--- config.mk ---
export PLATFORM = sky130hd
export DESIGN_NAME = control_sequencer_flat
export DESIGN_NICKNAME = d
export VERILOG_FILES = /design/src/rtl/control_sequencer_pkg.sv /design/src/rtl/control_sequencer_if.sv /design/src/rtl/control_sequencer_reg_select_decode.sv /design/src/rtl/control_sequencer.sv /design/src/flat_wrapper.sv
export SDC_FILE = /design/constraint.sdc
export NUM_CORES = 1
export LEC_CHECK = 0
export CAP_MARGIN = 40
export CELL_PAD_IN_SITES_DETAIL_PLACEMENT = 2
export CELL_PAD_IN_SITES_GLOBAL_PLACEMENT = 2
export CORE_MARGIN = 5
export CORE_UTILIZATION = 12
export CTS_CLUSTER_DIAMETER = 80
export DETAILED_ROUTE_END_ITERATION = 8
export PLACE_DENSITY_LB_ADDON = 0.1
export SLEW_MARGIN = 20
export SYNTH_ARGS = -nofsm -noshare
export SYNTH_HDL_FRONTEND = slang
export SYNTH_SLANG_ARGS = --single-unit
--- constraint.sdc ---
create_clock -name Clock -period 2.4 [get_ports Clock]
set_input_delay 0.48 -clock Clock [delete_from_list [all_inputs] [get_ports Clock]]
set_output_delay 0.48 -clock Clock [all_outputs]
set_load 0.1 [all_outputs]
--- src/rtl/control_sequencer_pkg.sv ---
// Shared encodings for the phase1 hardwired control unit: states, opcodes,
// ALU select codes and instruction-register field positions.
package control_sequencer_pkg;

   typedef enum logic [2:0] {
      S_RESET = 3'd0,
      S_T0    = 3'd1,
      S_T1    = 3'd2,
      S_T2    = 3'd3,
      S_T3    = 3'd4,
      S_T4    = 3'd5,
      S_T5    = 3'd6,
      S_HALT  = 3'd7
   } state_e;

   localparam logic [4:0] OP_ADD  = 5'b00011;
   localparam logic [4:0] OP_SUB  = 5'b00100;
   localparam logic [4:0] OP_AND  = 5'b00101;
   localparam logic [4:0] OP_OR   = 5'b00110;
   localparam logic [4:0] OP_ROR  = 5'b00111;
   localparam logic [4:0] OP_ROL  = 5'b01000;
   localparam logic [4:0] OP_SHR  = 5'b01001;
   localparam logic [4:0] OP_SHL  = 5'b01010;
   localparam logic [4:0] OP_NOP  = 5'b11010;
   localparam logic [4:0] OP_HALT = 5'b11011;

   localparam logic [4:0] ALU_NONE = 5'b00000;
   localparam logic [4:0] ALU_ADD  = 5'b00011;
   localparam logic [4:0] ALU_SUB  = 5'b00100;
   localparam logic [4:0] ALU_SHR  = 5'b00101;
   localparam logic [4:0] ALU_SHL  = 5'b00110;
   localparam logic [4:0] ALU_ROR  = 5'b00111;
   localparam logic [4:0] ALU_ROL  = 5'b01000;
   localparam logic [4:0] ALU_AND  = 5'b01001;
   localparam logic [4:0] ALU_OR   = 5'b01010;

   localparam int OPC_HI = 31;
   localparam int OPC_LO = 27;
   localparam int RA_HI  = 26;
   localparam int RA_LO  = 23;
   localparam int RB_HI  = 22;
   localparam int RB_LO  = 19;
   localparam int RC_HI  = 18;
   localparam int RC_LO  = 15;

   function automatic logic is_alu_op(input logic [4:0] op);
      return (op >= OP_ADD) && (op <= OP_SHL);
   endfunction

   function automatic logic [4:0] alu_code(input logic [4:0] op);
      case (op)
         OP_ADD:  return ALU_ADD;
         OP_SUB:  return ALU_SUB;
         OP_AND:  return ALU_AND;
         OP_OR:   return ALU_OR;
         OP_ROR:  return ALU_ROR;
         OP_ROL:  return ALU_ROL;
         OP_SHR:  return ALU_SHR;
         OP_SHL:  return ALU_SHL;
         default: return ALU_NONE;
      endcase
   endfunction

endpackage

--- src/rtl/control_sequencer_if.sv ---
// Strobe bus between the control sequencer (master) and the single-bus datapath (slave).
interface control_sequencer_if #(parameter int NREGS = 16) ();

   logic [31:0]      IR;
   logic             MemReady;
   logic             Stop;
   logic             Start;
   logic             PCout, MARin, Zin, ZLOout, PCin, IncrementPC;
   logic             Read, MDRin, MDRout, IRin, Yin;
   logic [NREGS-1:0] RegIn;
   logic [NREGS-1:0] RegOut;
   logic [4:0]       ALUControl;
   logic             Run;
   logic             Clear;
   logic             Illegal;

   modport master (
      input  IR, MemReady, Stop, Start,
      output PCout, MARin, Zin, ZLOout, PCin, IncrementPC, Read, MDRin, MDRout,
             IRin, Yin, RegIn, RegOut, ALUControl, Run, Clear, Illegal
   );

   modport slave (
      output IR, MemReady, Stop, Start,
      input  PCout, MARin, Zin, ZLOout, PCin, IncrementPC, Read, MDRin, MDRout,
             IRin, Yin, RegIn, RegOut, ALUControl, Run, Clear, Illegal
   );

endinterface

--- src/rtl/control_sequencer_reg_select_decode.sv ---
// One-hot register select; field values beyond the register file select nothing.
module reg_select_decode #(
   parameter int NREGS = 16
) (
   input  logic [3:0]       field_i,
   input  logic             en_i,
   output logic [NREGS-1:0] onehot_o
);

   always_comb begin
      onehot_o = '0;
      for (int i = 0; i < NREGS; i++)
         if (en_i && ({28'b0, field_i} == i)) onehot_o[i] = 1'b1;
   end

endmodule

--- src/rtl/control_sequencer.sv ---
// Hardwired fetch/decode/execute sequencer: Moore decode of the state register and IR.
module control_sequencer
   import control_sequencer_pkg::*;
#(
   parameter int NREGS         = 16,
   parameter bit START_RUNNING = 1'b1
) (
   input logic                 Clock,
   input logic                 Reset,
   control_sequencer_if.master bus
);

   state_e     state_q, state_d;
   logic [4:0] opcode;
   logic       alu_op;
   logic [3:0] rout_field;
   logic       rout_en, rin_en;
   logic       unused_ir;

   assign opcode    = bus.IR[OPC_HI:OPC_LO];
   assign alu_op    = is_alu_op(opcode);
   assign unused_ir = ^bus.IR[RC_LO-1:0];

   always_comb begin
      state_d = state_q;
      case (state_q)
         S_RESET: state_d = START_RUNNING ? S_T0 : S_HALT;
         S_T0:    state_d = S_T1;
         S_T1:    state_d = bus.MemReady ? S_T2 : S_T1;
         S_T2:    state_d = S_T3;
         S_T3: begin
            if (alu_op)                 state_d = S_T4;
            else if (opcode == OP_HALT) state_d = S_HALT;
            else                        state_d = bus.Stop ? S_HALT : S_T0;
         end
         S_T4:    state_d = S_T5;
         S_T5:    state_d = bus.Stop ? S_HALT : S_T0;
         S_HALT:  state_d = (bus.Start && !bus.Stop) ? S_T0 : S_HALT;
         default: state_d = S_RESET;
      endcase
   end

   always_ff @(posedge Clock) begin
      if (Reset) state_q <= S_RESET;
      else       state_q <= state_d;
   end

   // Rb drives the bus in T3, Rc in T4; only T5 loads Ra.
   assign rout_field = (state_q == S_T4) ? bus.IR[RC_HI:RC_LO] : bus.IR[RB_HI:RB_LO];
   assign rout_en    = ((state_q == S_T3) && alu_op) || (state_q == S_T4);
   assign rin_en     = (state_q == S_T5);

   reg_select_decode #(.NREGS(NREGS)) u_regout (
      .field_i (rout_field),
      .en_i    (rout_en),
      .onehot_o(bus.RegOut)
   );

   reg_select_decode #(.NREGS(NREGS)) u_regin (
      .field_i (bus.IR[RA_HI:RA_LO]),
      .en_i    (rin_en),
      .onehot_o(bus.RegIn)
   );

   always_comb begin
      bus.PCout       = (state_q == S_T0);
      bus.MARin       = (state_q == S_T0);
      bus.IncrementPC = (state_q == S_T0);
      bus.Zin         = (state_q == S_T0) || (state_q == S_T4);
      bus.ZLOout      = (state_q == S_T1) || (state_q == S_T5);
      bus.PCin        = (state_q == S_T1);
      bus.Read        = (state_q == S_T1);
      bus.MDRin       = (state_q == S_T1);
      bus.MDRout      = (state_q == S_T2);
      bus.IRin        = (state_q == S_T2);
      bus.Yin         = (state_q == S_T3) && alu_op;
      bus.ALUControl  = (state_q == S_T4) ? alu_code(opcode) : ALU_NONE;
      bus.Run         = (state_q != S_RESET) && (state_q != S_HALT);
      bus.Clear       = (state_q == S_RESET);
      bus.Illegal     = (state_q == S_T3) && !alu_op &&
                        (opcode != OP_NOP) && (opcode != OP_HALT);
   end

endmodule

--- src/flat_wrapper.sv ---
// flat-port wrapper written by rule: the top's interface ports become plain ports
module control_sequencer_flat import control_sequencer_pkg::*;
#(
   parameter int NREGS         = 16,
   parameter bit START_RUNNING = 1'b1
)
  (Clock, Reset, bus_IR, bus_MemReady, bus_Stop, bus_Start, bus_PCout, bus_MARin, bus_Zin, bus_ZLOout, bus_PCin, bus_IncrementPC, bus_Read, bus_MDRin, bus_MDRout, bus_IRin, bus_Yin, bus_RegIn, bus_RegOut, bus_ALUControl, bus_Run, bus_Clear, bus_Illegal);
  control_sequencer_if #(.NREGS(NREGS)) bus_i ();
  input logic Clock;
  input logic Reset;
  input wire logic [$bits(bus_i.IR)-1:0] bus_IR;
  input wire logic [$bits(bus_i.MemReady)-1:0] bus_MemReady;
  input wire logic [$bits(bus_i.Stop)-1:0] bus_Stop;
  input wire logic [$bits(bus_i.Start)-1:0] bus_Start;
  output wire logic [$bits(bus_i.PCout)-1:0] bus_PCout;
  output wire logic [$bits(bus_i.MARin)-1:0] bus_MARin;
  output wire logic [$bits(bus_i.Zin)-1:0] bus_Zin;
  output wire logic [$bits(bus_i.ZLOout)-1:0] bus_ZLOout;
  output wire logic [$bits(bus_i.PCin)-1:0] bus_PCin;
  output wire logic [$bits(bus_i.IncrementPC)-1:0] bus_IncrementPC;
  output wire logic [$bits(bus_i.Read)-1:0] bus_Read;
  output wire logic [$bits(bus_i.MDRin)-1:0] bus_MDRin;
  output wire logic [$bits(bus_i.MDRout)-1:0] bus_MDRout;
  output wire logic [$bits(bus_i.IRin)-1:0] bus_IRin;
  output wire logic [$bits(bus_i.Yin)-1:0] bus_Yin;
  output wire logic [$bits(bus_i.RegIn)-1:0] bus_RegIn;
  output wire logic [$bits(bus_i.RegOut)-1:0] bus_RegOut;
  output wire logic [$bits(bus_i.ALUControl)-1:0] bus_ALUControl;
  output wire logic [$bits(bus_i.Run)-1:0] bus_Run;
  output wire logic [$bits(bus_i.Clear)-1:0] bus_Clear;
  output wire logic [$bits(bus_i.Illegal)-1:0] bus_Illegal;
  assign bus_i.IR = bus_IR;
  assign bus_i.MemReady = bus_MemReady;
  assign bus_i.Stop = bus_Stop;
  assign bus_i.Start = bus_Start;
  assign bus_PCout = bus_i.PCout;
  assign bus_MARin = bus_i.MARin;
  assign bus_Zin = bus_i.Zin;
  assign bus_ZLOout = bus_i.ZLOout;
  assign bus_PCin = bus_i.PCin;
  assign bus_IncrementPC = bus_i.IncrementPC;
  assign bus_Read = bus_i.Read;
  assign bus_MDRin = bus_i.MDRin;
  assign bus_MDRout = bus_i.MDRout;
  assign bus_IRin = bus_i.IRin;
  assign bus_Yin = bus_i.Yin;
  assign bus_RegIn = bus_i.RegIn;
  assign bus_RegOut = bus_i.RegOut;
  assign bus_ALUControl = bus_i.ALUControl;
  assign bus_Run = bus_i.Run;
  assign bus_Clear = bus_i.Clear;
  assign bus_Illegal = bus_i.Illegal;
  control_sequencer #(.NREGS(NREGS), .START_RUNNING(START_RUNNING)) u_core (.Clock(Clock), .Reset(Reset), .bus(bus_i));
endmodule
## Word-level counts from Yosys, hierarchy flattened

Memory sizes are Yosys's and may differ from the RTL's.
Index checks and enable logic that the tools add are counted.

| word-level totals | value |
|---|---|
| ROM bits | 64 |
| register bits | 3 |
| word-level logic and storage cells | 134 |
| memories | 1 |

Memories:

| name | words | bits a word | rd ports | clocked after Yosys merged registers in | wr ports | line | RTL |
|---|---|---|---|---|---|---|---|
| (no name shown) | 16 | 4 | 1 | 0 | 0 | control_sequencer_pkg.sv:51 | `case (op)` |

| cells by class | value |
|---|---|
| reduce and logical (&&, ||, !) cells | 48 |
| $lt $le $gt $ge | 2 |
| muxes and demuxes | 41 |
| eq/ne operators | 41 |

Operators with widths:

| operator | number |
|---|---|
| $eq A4 B4 Y1 const B | 16 |
| $logic_and A1 B1 Y1 | 39 |
| $mux W1 | 33 |
| $eq A4 B3 Y1 const B | 8 |
| $pmux W3 S8 | 1 |
| $eq A4 B2 Y1 const B | 4 |
| $eq A3 B3 Y1 const B | 4 |
| $mux W3 | 4 |
| $mux W5 | 2 |
| $ne A5 B5 Y1 const B | 2 |
| $eq A4 B1 Y1 const B | 2 |
| $logic_not A4 Y1 | 2 |
| $eq A3 B2 Y1 const B | 2 |
| $eq A5 B5 Y1 const B | 1 |
| $ge A5 B2 Y1 const B | 1 |
| $le A5 B4 Y1 const B | 1 |
| $mux W4 | 1 |
| $eq A3 B1 Y1 const B | 1 |
| $logic_not A3 Y1 | 1 |
| $logic_or A1 B1 Y1 | 3 |
| $ne A3 B3 Y1 const B | 1 |
| $reduce_bool A3 Y1 | 1 |
| $logic_not A1 Y1 | 2 |

## Longest topological paths before layout

Gate-level depths: netlist (run 1).

| logic depth | value |
|---|---|
| depth after elaboration | 6 |
| gate-level depth with buffers | 6 |
| gate-level depth less buffers | 6 |

## Hierarchy

Synthesis (run 1) repeated with hierarchy kept, for this count alone.

| second synthesis, totals | value |
|---|---|
| cell total of the unflattened synthesis | 126 |
| area total of the unflattened synthesis | 803.3 um^2 |

By module, submodules not included:

| module | area an instance (um^2) | cells each | times used | seq. area each (um^2) |
|---|---|---|---|---|
| control_sequencer | 568.0 | 80 | 1 | 60.1 |
| reg_select_decode | 117.6 | 23 | 2 | 0.0 |

## Worst setup path before layout (run 1)

No wires, ideal clock.

| timing path | value |
|---|---|
| path kind | reg-to-output |
| start point | reg u_core.state_q[1] |
| end point | out bus_RegIn[3] |
| setup slack | -2,572 ps |
| data arrival time | 4,492 ps |
| buffers on the path | 1 |
| cell stages (with the launch flop) | 5 |
| data required time | 1,920 ps |
| cell sequence | dfxtp_1 clkbuf_1 nor2b_1 nand4_1 nor3_1 |

| between the ends | value |
|---|---|
| longest elaborated chain between the ends | 3 |

Ends and longest elaborated chain:

| what | line | RTL |
|---|---|---|
| from (decl) | control_sequencer.sv:13 | `state_e state_q, state_d;` |
| from (signal assigned) | control_sequencer.sv:45 | `else state_q <= state_d;` |
| $eq A3 B3 Y1 | control_sequencer.sv:51 | `assign rin_en = (state_q == S_T5);` |
| $logic_and A1 B1 Y1 | control_sequencer_reg_select_decode.sv:13 | `if (en_i && ({28'b0, field_i} == i)) onehot_o[i] = 1'b1;` |
| $mux W1 | control_sequencer_reg_select_decode.sv:13 |  |
| to (decl) | flat_wrapper.sv:26 | `output wire logic [$bits(bus_i.RegIn)-1:0] bus_RegIn;` |

No other way between the ends.

## Worst setup path after layout (run 1)

| timing path | value |
|---|---|
| start point | in bus_IR[27] |
| end point | out bus_RegOut[12] |

| between the ends | value |
|---|---|
| longest elaborated chain between the ends | 6 |
| elaborated cells between the ends (all ways) | 7 |
| classes of those cells | 2 x order compare; 1 x mux; 4 x reduce/logical |

Ends and longest elaborated chain:

| what | line | RTL |
|---|---|---|
| from (decl) | flat_wrapper.sv:11 | `input wire logic [$bits(bus_i.IR)-1:0] bus_IR;` |
| $ge A5 B2 Y1 or $le A5 B4 Y1 (tied branches) | control_sequencer_pkg.sv:47 | `return (op >= OP_ADD) && (op <= OP_SHL);` |
| $logic_and A1 B1 Y1 (*) | control_sequencer_pkg.sv:47 |  |
| $logic_and A1 B1 Y1 (*) | control_sequencer.sv:50 | `assign rout_en = ((state_q == S_T3) && alu_op) \|\| (state_q == S_T4);` |
| $logic_or A1 B1 Y1 (*) | control_sequencer.sv:50 |  |
| $logic_and A1 B1 Y1 (*) | control_sequencer_reg_select_decode.sv:13 |  |
| $mux W1 (*) | control_sequencer_reg_select_decode.sv:13 |  |
| to (decl) | flat_wrapper.sv:27 | `output wire logic [$bits(bus_i.RegOut)-1:0] bus_RegOut;` |

Mark *: on every way between the ends. The rest lies on a longest branch, timed or not.

==> impl_metrics.csv, run 1 <==
group,metric,value,unit
status,violations,"negative setup slack",
yosys,synth_xor_area_frac,0,
worst_setup_path,endpoint_kind,"primary output",
yosys,netlist.area_leader.share,0.169,
yosys,synth-edff-count,0,
clocking,insertion_delay,0.22,ns
timing,fin_ws,-0.160,ns
drt,drc,0,
yosys,avgSynthCellArea,6.18,µm²
status,status,"finished, violations left",
yosys,ys_seq_area_frac,0.0695,
clocking,cts_tree,"built",
yosys,synth_nets,181,
floorplanning,die_h,94.9,µm
floorplanning,io_pins,88,
worst_setup_path,cp_data_required_time,1.92,ns
yosys,yosys.area_share.simple,0.480,
worst_setup_path,worst-r2r-setup-slack,0.94,ns
worst_hold_path,min_path_cells,3,
worst_setup_path,criticalPathCategory,"input port to primary output",
yosys,ys_ff_latch,3,
worst_setup_path,critPathMaxFanout,8,
cells_and_area,antennaDiodeCount,0,
worst_setup_path,start_kind,"input port",
placed_design,hpwl,4300,µm
grt,grt_max_degree,12,
timing,setup_violations,18,
yosys,synth_cells,140,
timing,finalHoldViolations,0,
timing,rsz0062_at_grt,"yes",
grt,antenna_found_initial,0,
grt,grt-ovfl-total,0,
worst_setup_path,r2r-start,"u_core.state_q[1]",
placed_design,routabilityCongestion,0.751,
run,max_cap_viol_count,0,
cells_and_area,largest_reg_flops,3,
worst_hold_path,whs_endpoint,"u_core.state_q[0]",
drt,drt-initial-drc-count,18,
worst_setup_path,crit-reg2reg-capture,"u_core.state_q[1]",
cells_and_area,reg_top3,"u_core.state_q x3",
cells_and_area,largest-register,"u_core.state_q",
timing,finalCritPeriodShare,1.07,
yosys,yosys.cell_types.count,31,
yosys,synthMuxAreaShare,0.107,
yosys,yosysWarnings,0,
cells_and_area,drive_above_1_share,0.603,
worst_setup_path,arrival,2.08,ns
yosys,netlist_area,865,µm²
clocking,cts-buffers-inserted,3,
worst_hold_path,holdCritStartpoint,"u_core.state_q[1]",
drt,via_count,1319,
timing,max_freq,391,MHz
grt,grt_pass1_vias,1449,
yosys,synth_area_leader_cell,"nor2_1",
worst_hold_path,hold_path_class,"flop to flop",
yosys,synth_compound_area_frac,0.172,
floorplanning,core,0.00714,mm²
yosys,yosysMostFrequentCell,"nor2_1",
worst_setup_path,worstRegToRegCells,6,
clocking,root_buffer,"clkbuf_8",
timing,drv_slew,0,
cells_and_area,fin_cells,328,
clocking,clock_sinks,3,
floorplanning,rows,31,
power_and_ir_drop,p_per_area,209,mW/mm²
placed_design,io_buffers,71,
yosys,synthAdderAreaFrac,0.0579,
timing,fin_crit,2.56,ns
yosys,async_flop_share,0,
clocking,clk_path_buf_depth,2,
yosys,synth.area.top_cells,"nor2_1, mux2i_1, nand2_1",
yosys,synth_ff_type,"dfxtp_1",
clocking,htreeDepth,1,
drt,wl_per_cell,14.8,µm
timing,tns,-2.46,ns
grt,track_usage,0.111,
drt,final_antenna_net_count,0,
drt,first_pass_iters,3,
clocking,path_clk_slew,0.03,ns
yosys,synth_top_family_by_area,"simple AND/OR/NAND/NOR gates",
drt,via_per_inst,4.02,
floorplanning,die_w,94.9,µm
cells_and_area,layout.nets,271,
drt,routed_wl,4850,µm
timing,tightest_slew,0.521,ns
cells_and_area,syn_to_final_growth,221,%
placed_design,placed_cells,319,
power_and_ir_drop,power.leakage,1.05,nW
timing,fin_skew,0.00137,ns
power_and_ir_drop,ir_drop,0.000101,V
grt,grt_pass1_wl,7770,µm
yosys,synth_common_cells,"nor2_1, nand2_1, nor3_1, nand2b_1, a21oi_1",
timing,slew_headroom,0.651,
floorplanning,dieArea,0.00900,mm²
floorplanning,start_util,0.121,
-- cell usage in the layout (no fill, tap or decap), types with 3 or more instances in the layout --
cell             netlist  routed
nor2_4                 0      19
nand2_1               17      16
nor3_4                 0       9
clkdlybuf4s50_1        0      17
nand2b_1               9       9
mux2i_1                7       6
nor2_2                 0      12
a21oi_1                8       8
nor2_1                39       8
buf_4                  6      21
buf_12                 0      51
clkbuf_8               0       3
inv_1                  7       5
-- critical path: stages --
cell	delay, ns
buf_8	0.10
buf_6	0.11
ha_4	0.16
a2111oi_4	0.36
a2111oi_4	0.09
buf_4	0.17
a32oi_4	0.19
buf_12	0.19
nor2_4	0.05
buf_12	0.16
-- routing by layer --
layer | share of wire | track usage | vias to the layer above | routed length (µm)
met5 | 0 | 0 | - | 0
met4 | 0.011 | 0.0325 | 0 | 54
met3 | 0.059 | 0.0231 | 4 | 286
met2 | 0.57 | 0.207 | 38 | 2770
met1 | 0.36 | 0.125 | 633 | 1730
li1 | - | - | 644 | -
-- final cells by class --
cell class                      instances  area, µm²
Tap cell                               99        124
Sequential cell                         3       61.3
Inverter                                7       42.5
Fill cell                             752       4360
Multi-Input combinational cell        119       1070
Clock buffer                            4       45.0
Timing Repair Buffer                   96       1430
-- power by group --
part           internal [mW]  switching (mW)
Sequential            0.0530         0.00200
Clock                  0.114          0.0365
Combinational          0.144           0.230
-- logic make-up after synthesis --
kind of cell	after synthesis
buf+inv	18
mux	9
simple gates	88
compound gates	17
other cells	1
flops	3
fa+ha+maj	4
-- how the worst max path moves through the flow --
| stage | from | endpoint | slack, ns |
|---|---|---|---|
| 2_1_floorplan | u_core.state_q[1] | bus_RegIn[3] | -0.54 |
| 3_5_place_dp | bus_IR[28] | bus_RegOut[12] | -0.70 |
| 6_report | bus_IR[27] | bus_RegOut[12] | -0.16 |
| 3_3_place_gp | bus_IR[28] | bus_RegOut[10] | -0.64 |
| 5_1_grt | bus_IR[27] | bus_RegOut[12] | -0.21 |
| 4_1_cts | bus_IR[27] | bus_RegOut[12] | -0.21 |
-- per-stage QoR --
stage	hold slack [ns]	setup WS, ns	power (mW)	utilization	area [µm²]
after floorplan	0.549	-0.536	0.273	-	1260
after global placement	0.677	-0.644	0.410	0.371	2650
after detailed placement	0.716	-0.704	0.419	0.371	2650
after CTS	0.726	-0.209	0.586	0.387	2760
after global routing	0.767	-0.210	0.606	0.389	2780
final	0.705	-0.160	0.579	0.389	2780
-- repair_timing --
action | in CTS | in global routing
pin swaps | 6 | 7
gates resized for setup | 21 | 4
buffers inserted | 5 | 1
hold buffers | 0 | 0
setup endpoints to repair | 22 | 21
(Power assumes the default switching activity.)
==> run 2: changes to the inputs <==
Settings changed: ABC_CLOCK_PERIOD_IN_PS set to 2400, CELL_PAD_IN_SITES_DETAIL_PLACEMENT 2 to unset, CELL_PAD_IN_SITES_GLOBAL_PLACEMENT 2 to unset, CORE_UTILIZATION 12 to 28, PLACE_DENSITY set to 0.81, PLACE_DENSITY_LB_ADDON 0.1 to unset, SYNTH_HIERARCHICAL set to 1.
==> impl_metrics.csv, run 2 <==
group,metric,value,unit
yosys,ys_ff_latch,3,
yosys,synth_cells,126,
yosys,synth_ff_type,"dfxtp_1",
clocking,cts_setup_buffers,6,
clocking,cts.repair.resized,42,
yosys,ys_seq_area_frac,0.0748,
yosys,synth.area.top_cells,"nor2_1, dfxtp_1, nor3_1",
yosys,synth_common_cells,"nor2_1, nor3_1, nand2_1, a21oi_1",
clocking,clk_path_buf_depth,2,
yosys,yosysWarnings,6,
yosys,async_flop_share,0,
clocking,clock_sinks,3,
status,status,"did not finish",
floorplanning,die_h,63.6,µm
clocking,cts-buffers-inserted,3,
floorplanning,die_w,63.6,µm
clocking,hold_buffers,0,
clocking,root_buffer,"clkbuf_4",
yosys,yosysMostFrequentCell,"nor2_1",
floorplanning,io_pins,88,
yosys,netlist.area_leader.share,0.140,
yosys,avgSynthCellArea,6.38,µm²
placed_design,routabilityCongestion,0.878,
floorplanning,rows,19,
yosys,yosys.cell_types.count,35,
placed_design,hpwl,4540,µm
status,lastStage,"4_1_cts",
placed_design,placed_cells,254,
placed_design,io_buffers,71,
status,error,"[ERROR DPL-0038] Utilization greater than 100%, impossible to legalize",
placed_design,place_area,0.00260,mm²
yosys,netlist_area,803,µm²
yosys,synth-edff-count,0,
yosys,synth_nets,167,
clocking,htreeDepth,1,
yosys,synth_area_leader_cell,"nor2_1",
floorplanning,start_util,0.291,
[run 2: changes by cell type after synthesis, moves of 3 or more]
cell	delta
nand3_1	+3
nand3b_1	+3
nand2b_1	-4
nand2_1	-8
nor2_1	-9
mux2i_1	-6
[run 2: logic make-up after synthesis]
group                      synth area share
and+or+nand+nor                       0.505
AOI/OAI and AO/OA                     0.157
adders and majority gates            0.0623
DFF                                  0.0748
other                               0.00467
buffers and inverters                 0.128
muxes                                0.0685
[run 2: stage by stage]
step / worst slack, ns / setup TNS (ns) / util / hold slack (ns)
after floorplan: -0.936 / -17.99 / - / 0.545
after global placement: -0.778 / -11.63 / 0.944 / 0.645
after detailed placement: -0.979 / -15.51 / 0.944 / 0.663
==> run 3: changes to the inputs <==
Settings changed: CORE_AREA set to 5 5 66 68, CORE_MARGIN 5 to unset, CORE_UTILIZATION 28 to unset, CTS_CLUSTER_DIAMETER 80 to unset, DIE_AREA set to 0 0 71 73, PLACE_DENSITY 0.81 to unset, PLACE_DENSITY_LB_ADDON set to 0.15.
==> impl_metrics.csv, run 3 <==
group,metric,value,unit
worst_setup_path,crit-reg2reg-capture,"u_core/state_q[2]",
power_and_ir_drop,ir_drop,0.000244,V
clocking,cts_tree,"built",
yosys,async_flop_share,0,
drt,via_per_inst,4.76,
floorplanning,dieArea,0.00518,mm²
cells_and_area,reg_top3,"u_core/state_q x3",
yosys,yosys.cell_types.count,35,
yosys,synth_ff_type,"dfxtp_1",
clocking,path_clk_slew,0.03,ns
yosys,synth.area.top_cells,"nor2_1, dfxtp_1, nor3_1",
worst_setup_path,crit_start,"bus_IR[27]",
worst_setup_path,arrival,2.35,ns
drt,first_pass_iters,4,
cells_and_area,drive_above_1_share,0.717,
worst_setup_path,slowest_stage,"or4_4",
worst_setup_path,endpoint_kind,"primary output",
worst_setup_path,r2r-start,"u_core/state_q[2]",
yosys,avgSynthCellArea,6.38,µm²
drt,drt-initial-drc-count,32,
yosys,synth-edff-count,0,
floorplanning,core,0.00380,mm²
clocking,clock_sinks,3,
cells_and_area,antennaDiodeCount,0,
floorplanning,rows,23,
drt,routed_wl,4640,µm
drt,drc,0,
floorplanning,die_h,73,µm
timing,fin_crit,2.83,ns
timing,setup_violations,17,
timing,fin_ws,-0.435,ns
timing,rsz0062_at_grt,"yes",
yosys,yosysMostFrequentCell,"nor2_1",
worst_setup_path,start_kind,"input port",
cells_and_area,syn_to_final_growth,250,%
power_and_ir_drop,p_per_area,205,mW/mm²
yosys,yosysWarnings,6,
placed_design,dp_slack,-0.943,ns
clocking,htreeDepth,1,
timing,finalCritPeriodShare,1.18,
timing,finalHoldViolations,0,
cells_and_area,layout.nets,279,
yosys,synth_common_cells,"nor2_1, nor3_1, nand2_1, a21oi_1",
worst_setup_path,critPathMaxFanout,4,
yosys,netlist.area_leader.share,0.140,
grt,antenna_found_initial,0,
grt,track_usage,0.179,
worst_setup_path,criticalPathCategory,"input port to primary output",
floorplanning,start_util,0.211,
worst_setup_path,crit_chain,"buf_12, clkinv_8, ha_4, nand3b_1, nand3_2, or4_4, nand2_2, or3b_4, nor3_4, buf_12",
worst_setup_path,worstRegToRegCells,4,
placed_design,hpwl,3840,µm
worst_setup_path,critPathCapture,"bus_RegOut[0]",
yosys,ys_ff_latch,3,
yosys,netlist_area,803,µm²
yosys,ys_seq_area_frac,0.0748,
worst_setup_path,critPathMostFrequentCell,"buf_12",
timing,tns,-4.72,ns
yosys,synth_cells,126,
power_and_ir_drop,power.leakage,1.09,nW
timing,fin_skew,0.00159,ns
clocking,root_buffer,"clkbuf_8",
worst_hold_path,hold_path_class,"flop to flop",
yosys,synth_area_leader_cell,"nor2_1",
placed_design,io_buffers,71,
drt,wl_per_cell,16.2,µm
yosys,synth_nets,167,
grt,grt_max_degree,12,
grt,grt_pass1_wl,7300,µm
timing,drv_slew,0,
worst_setup_path,worst-r2r-setup-slack,1.13,ns
grt,grt_pass1_vias,1416,
placed_design,routabilityCongestion,0.936,
clocking,clk_path_buf_depth,2,
drt,via_count,1366,
clocking,insertion_delay,0.22,ns
timing,max_freq,353,MHz
cells_and_area,fillers,275,
status,violations,"negative setup slack",
status,status,"finished, violations left",
grt,grt-ovfl-total,0,
run,max_cap_viol_count,0,
clocking,cts-buffers-inserted,3,
cells_and_area,largest_reg_flops,3,
floorplanning,io_pins,88,
floorplanning,die_w,71,µm
clocking,hold_buffers,0,
cells_and_area,mostFrequentLayoutCell,"buf_12",
drt,final_antenna_net_count,0,
cells_and_area,final_cell_mix,"buf_12, buf_4, nor2_4",
worst_setup_path,cp_data_required_time,1.92,ns
worst_setup_path,slowest_delay,0.43,ns
cells_and_area,largest-register,"u_core/state_q",
## run 3: cell counts after synthesis
Identical to the previous run, type by type.
## run 3: routing by layer
metal,global-route usage,wire length (µm)
met5,0,0
met4,0.0752,122
met2,0.369,2770
met3,0.0386,282
met1,0.167,1470
## run 3: worst max-delay path: cells and delay by family
family / cells / cell delay, ns
AND/OR/NAND/NOR: 6 / 1.39
buffers and inverters: 3 / 0.36
adder cells (fa/ha/maj): 1 / 0.12
## run 3: worst min path at each step
stage / startpoint / endpoint / slack [ns] / depth (start not counted)
floorplan: Reset / u_core/state_q[2] / 0.54 / 1
global placement: u_core/state_q[1] / u_core/state_q[0] / 0.67 / 3
finish: u_core/state_q[1] / u_core/state_q[0] / 0.66 / 3
global route: u_core/state_q[1] / u_core/state_q[0] / 0.71 / 3
CTS: u_core/state_q[1] / u_core/state_q[0] / 0.68 / 3
detailed placement: u_core/state_q[1] / u_core/state_q[0] / 0.67 / 3
## run 3: cell families (layout without fill, tap and decap cells)
logic type	after synthesis	after routing	share of synthesized area
buffers and inverters	17	128	0.128
muxes	5	5	0.0685
adders and majority gates	4	4	0.0623
AOI/OAI and AO/OA	18	18	0.157
and+or+nand+nor	78	78	0.505
DFF	3	3	0.0748
other	1	1	0.00467
## run 3: metrics by stage
stage | power [mW] | instances | cell area, µm² | hold slack, ns | utilization
floorplan | 0.266 | 126 | 1170 | 0.545 | -
global placement | 0.406 | 274 | 2630 | 0.666 | 0.693
detailed placement | 0.415 | 274 | 2630 | 0.666 | 0.693
CTS | 0.569 | 281 | 2750 | 0.676 | 0.724
global route | 0.602 | 287 | 2820 | 0.713 | 0.741
finish | 0.576 | 287 | 2820 | 0.661 | 0.741
## run 3: timing repair
item / 4_1_cts / 5_1_grt
pin swaps: 8 / 6
buffers inserted: 3 / 6
gates resized for setup: 29 / 6
endpoints found under the setup margin: 22 / 17
## run 3: power by group
| part | leakage, nW | switching [mW] | internal, mW |
|---|---|---|---|
| registers | 0.0252 | 0.00360 | 0.0533 |
| logic | 1.04 | 0.223 | 0.150 |
| clock network | 0.0228 | 0.0328 | 0.113 |
## run 3: area by class of cell
type | instances | area [µm²] | area share
repair buffers | 118 | 1590 | 0.564
multi-input cells | 106 | 1020 | 0.361
flip-flops and latches | 3 | 62.6 | 0.0222
well taps | 50 | 62.6 | 0.0222
clock buffers | 4 | 45.0 | 0.0160
inverters | 6 | 42.5 | 0.0151
==> run 4: changes to the inputs <==
--- a/config.mk
+++ b/config.mk
@@ -13,2 +13,3 @@
 export PLACE_DENSITY_LB_ADDON = 0.15
+export SETUP_SLACK_MARGIN = 0.05
 export SLEW_MARGIN = 20
--- a/constraint.sdc
+++ b/constraint.sdc
@@ -3,2 +3,2 @@
 set_output_delay 0.48 -clock Clock [all_outputs]
-set_load 0.1 [all_outputs]
+set_load 0.005 [all_outputs]
==> impl_metrics.csv, run 4 (same netlist as run 3, synthesis figures left out) <==
group,metric,value,unit
floorplanning,rows,23,
timing,max_freq,378,MHz
status,violations,"negative setup slack",
floorplanning,die_w,71,µm
grt,track_usage,0.132,
run,max_cap_viol_count,0,
placed_design,place_area,0.00177,mm²
clocking,htreeDepth,1,
cells_and_area,drive_above_1_share,0.466,
clocking,cts-buffers-inserted,3,
placed_design,dp_slack,-1.16,ns
drt,via_per_inst,4.47,
power_and_ir_drop,p_per_area,206,mW/mm²
floorplanning,core,0.00380,mm²
floorplanning,dieArea,0.00518,mm²
drt,drt-initial-drc-count,21,
timing,fin_skew,0.00246,ns
drt,drc,0,
placed_design,hpwl,2710,µm
clocking,path_clk_slew,0.03,ns
clocking,hold_buffers,0,
worst_hold_path,hold_path_class,"flop to flop",
drt,final_antenna_net_count,0,
power_and_ir_drop,power.leakage,0.958,nW
drt,first_pass_iters,4,
placed_design,routabilityCongestion,0.835,
clocking,clock_sinks,3,
grt,grt_pass1_wl,5640,µm
clocking,cts_tree,"built",
grt,grt-ovfl-total,0,
drt,wl_per_cell,12.2,µm
worst_setup_path,arrival,2.16,ns
timing,fin_ws,-0.245,ns
cells_and_area,syn_to_final_growth,140,%
drt,routed_wl,3480,µm
grt,grt_pass1_vias,1271,
clocking,clk_path_buf_depth,2,
placed_design,io_buffers,71,
cells_and_area,antennaDiodeCount,0,
cells_and_area,mostFrequentLayoutCell,"buf_4",
worst_setup_path,start_kind,"input port",
power_and_ir_drop,ir_drop,0.000131,V
timing,finalCritPeriodShare,1.10,
cells_and_area,final_cell_mix,"buf_4, clkdlybuf4s50_1, nor2_1",
grt,antenna_found_initial,0,
clocking,insertion_delay,0.22,ns
timing,drv_slew,0,
grt,grt_max_degree,11,
worst_setup_path,critPathMaxFanout,3,
cells_and_area,largest-register,"u_core/state_q",
worst_setup_path,cp_data_required_time,1.92,ns
cells_and_area,largest_reg_flops,3,
worst_setup_path,endpoint_kind,"primary output",
cells_and_area,reg_top3,"u_core/state_q x3",
cells_and_area,fin_area,0.00193,mm²
drt,via_count,1277,
floorplanning,die_h,73,µm
floorplanning,io_pins,88,
timing,setup_violations,16,
clocking,root_buffer,"clkbuf_8",
timing,rsz0062_at_grt,"yes",
timing,finalHoldViolations,0,
timing,fin_crit,2.64,ns
status,status,"finished, violations left",
worst_setup_path,criticalPathCategory,"input port to primary output",
cells_and_area,layout.nets,278,
floorplanning,start_util,0.211,
## run 4: layer usage
| layer | GRT usage | up-vias | routed length [µm] |
|---|---|---|---|
| met3 | 0.0427 | 3 | 258 |
| met5 | 0 | - | 0 |
| met2 | 0.257 | 41 | 1890 |
| met4 | 0.0313 | 0 | 22 |
| met1 | 0.136 | 588 | 1300 |
| li1 | - | 645 | - |
## run 4: layout make-up
cell class                 instances  area [µm²]
timing repair buffer             117         961
sequential                         3        60.1
multi-input combinational        106         766
fill                             395        1870
clock buffer                       4        45.0
tap                               50        62.6
inverter                           6        35.0
## run 4: critical path, cell delays in order
cell and delay [ns]:
buf_12 0.11, clkinv_8 0.04, ha_4 0.11, nand3b_1 0.11, nand3_2 0.09, or4_4 0.45, nand2_4 0.09, buf_6 0.09
nand3b_1 0.11, buf_4 0.17, buf_6 0.11, nor2_1 0.09, buf_2 0.12
## run 4: what timing repair did
action	in CTS	in global routing
buffers inserted	15	2
hold endpoints to repair	0	0
gates resized for setup	116	41
pin swaps	26	14
endpoints found under the setup margin	38	30
## run 4: through the flow
step                instances  total power [mW]  setup TNS (ns)  hold WS [ns]   util
global placement          267             0.233          -20.19         0.699  0.465
finish                    286             0.398           -2.02         0.711  0.508
floorplan                 126             0.129               0         0.544      -
detailed placement        267             0.234          -20.65         0.687  0.465
CTS                       286             0.393           -5.24         0.708  0.490
global route              286             0.428           -3.60         0.766  0.508
## run 4: where the power goes
part | leakage, nW | switching (mW) | total (mW) | internal [mW]
clock network | 0.0228 | 0.0361 | 0.150 | 0.113
logic | 0.911 | 0.0799 | 0.194 | 0.114
registers | 0.0246 | 0.00210 | 0.0548 | 0.0527
## run 4: final timing paths
check / start / endpoint / slack, ns / depth (start not counted)
max: bus_IR[27] / bus_RegOut[11] / -0.24 / 13
min: u_core/state_q[1] / u_core/state_q[0] / 0.71 / 3
max reg2reg: u_core/state_q[1] / u_core/state_q[2] / 1.01 / 4
min reg2reg: u_core/state_q[1] / u_core/state_q[0] / 0.71 / 3
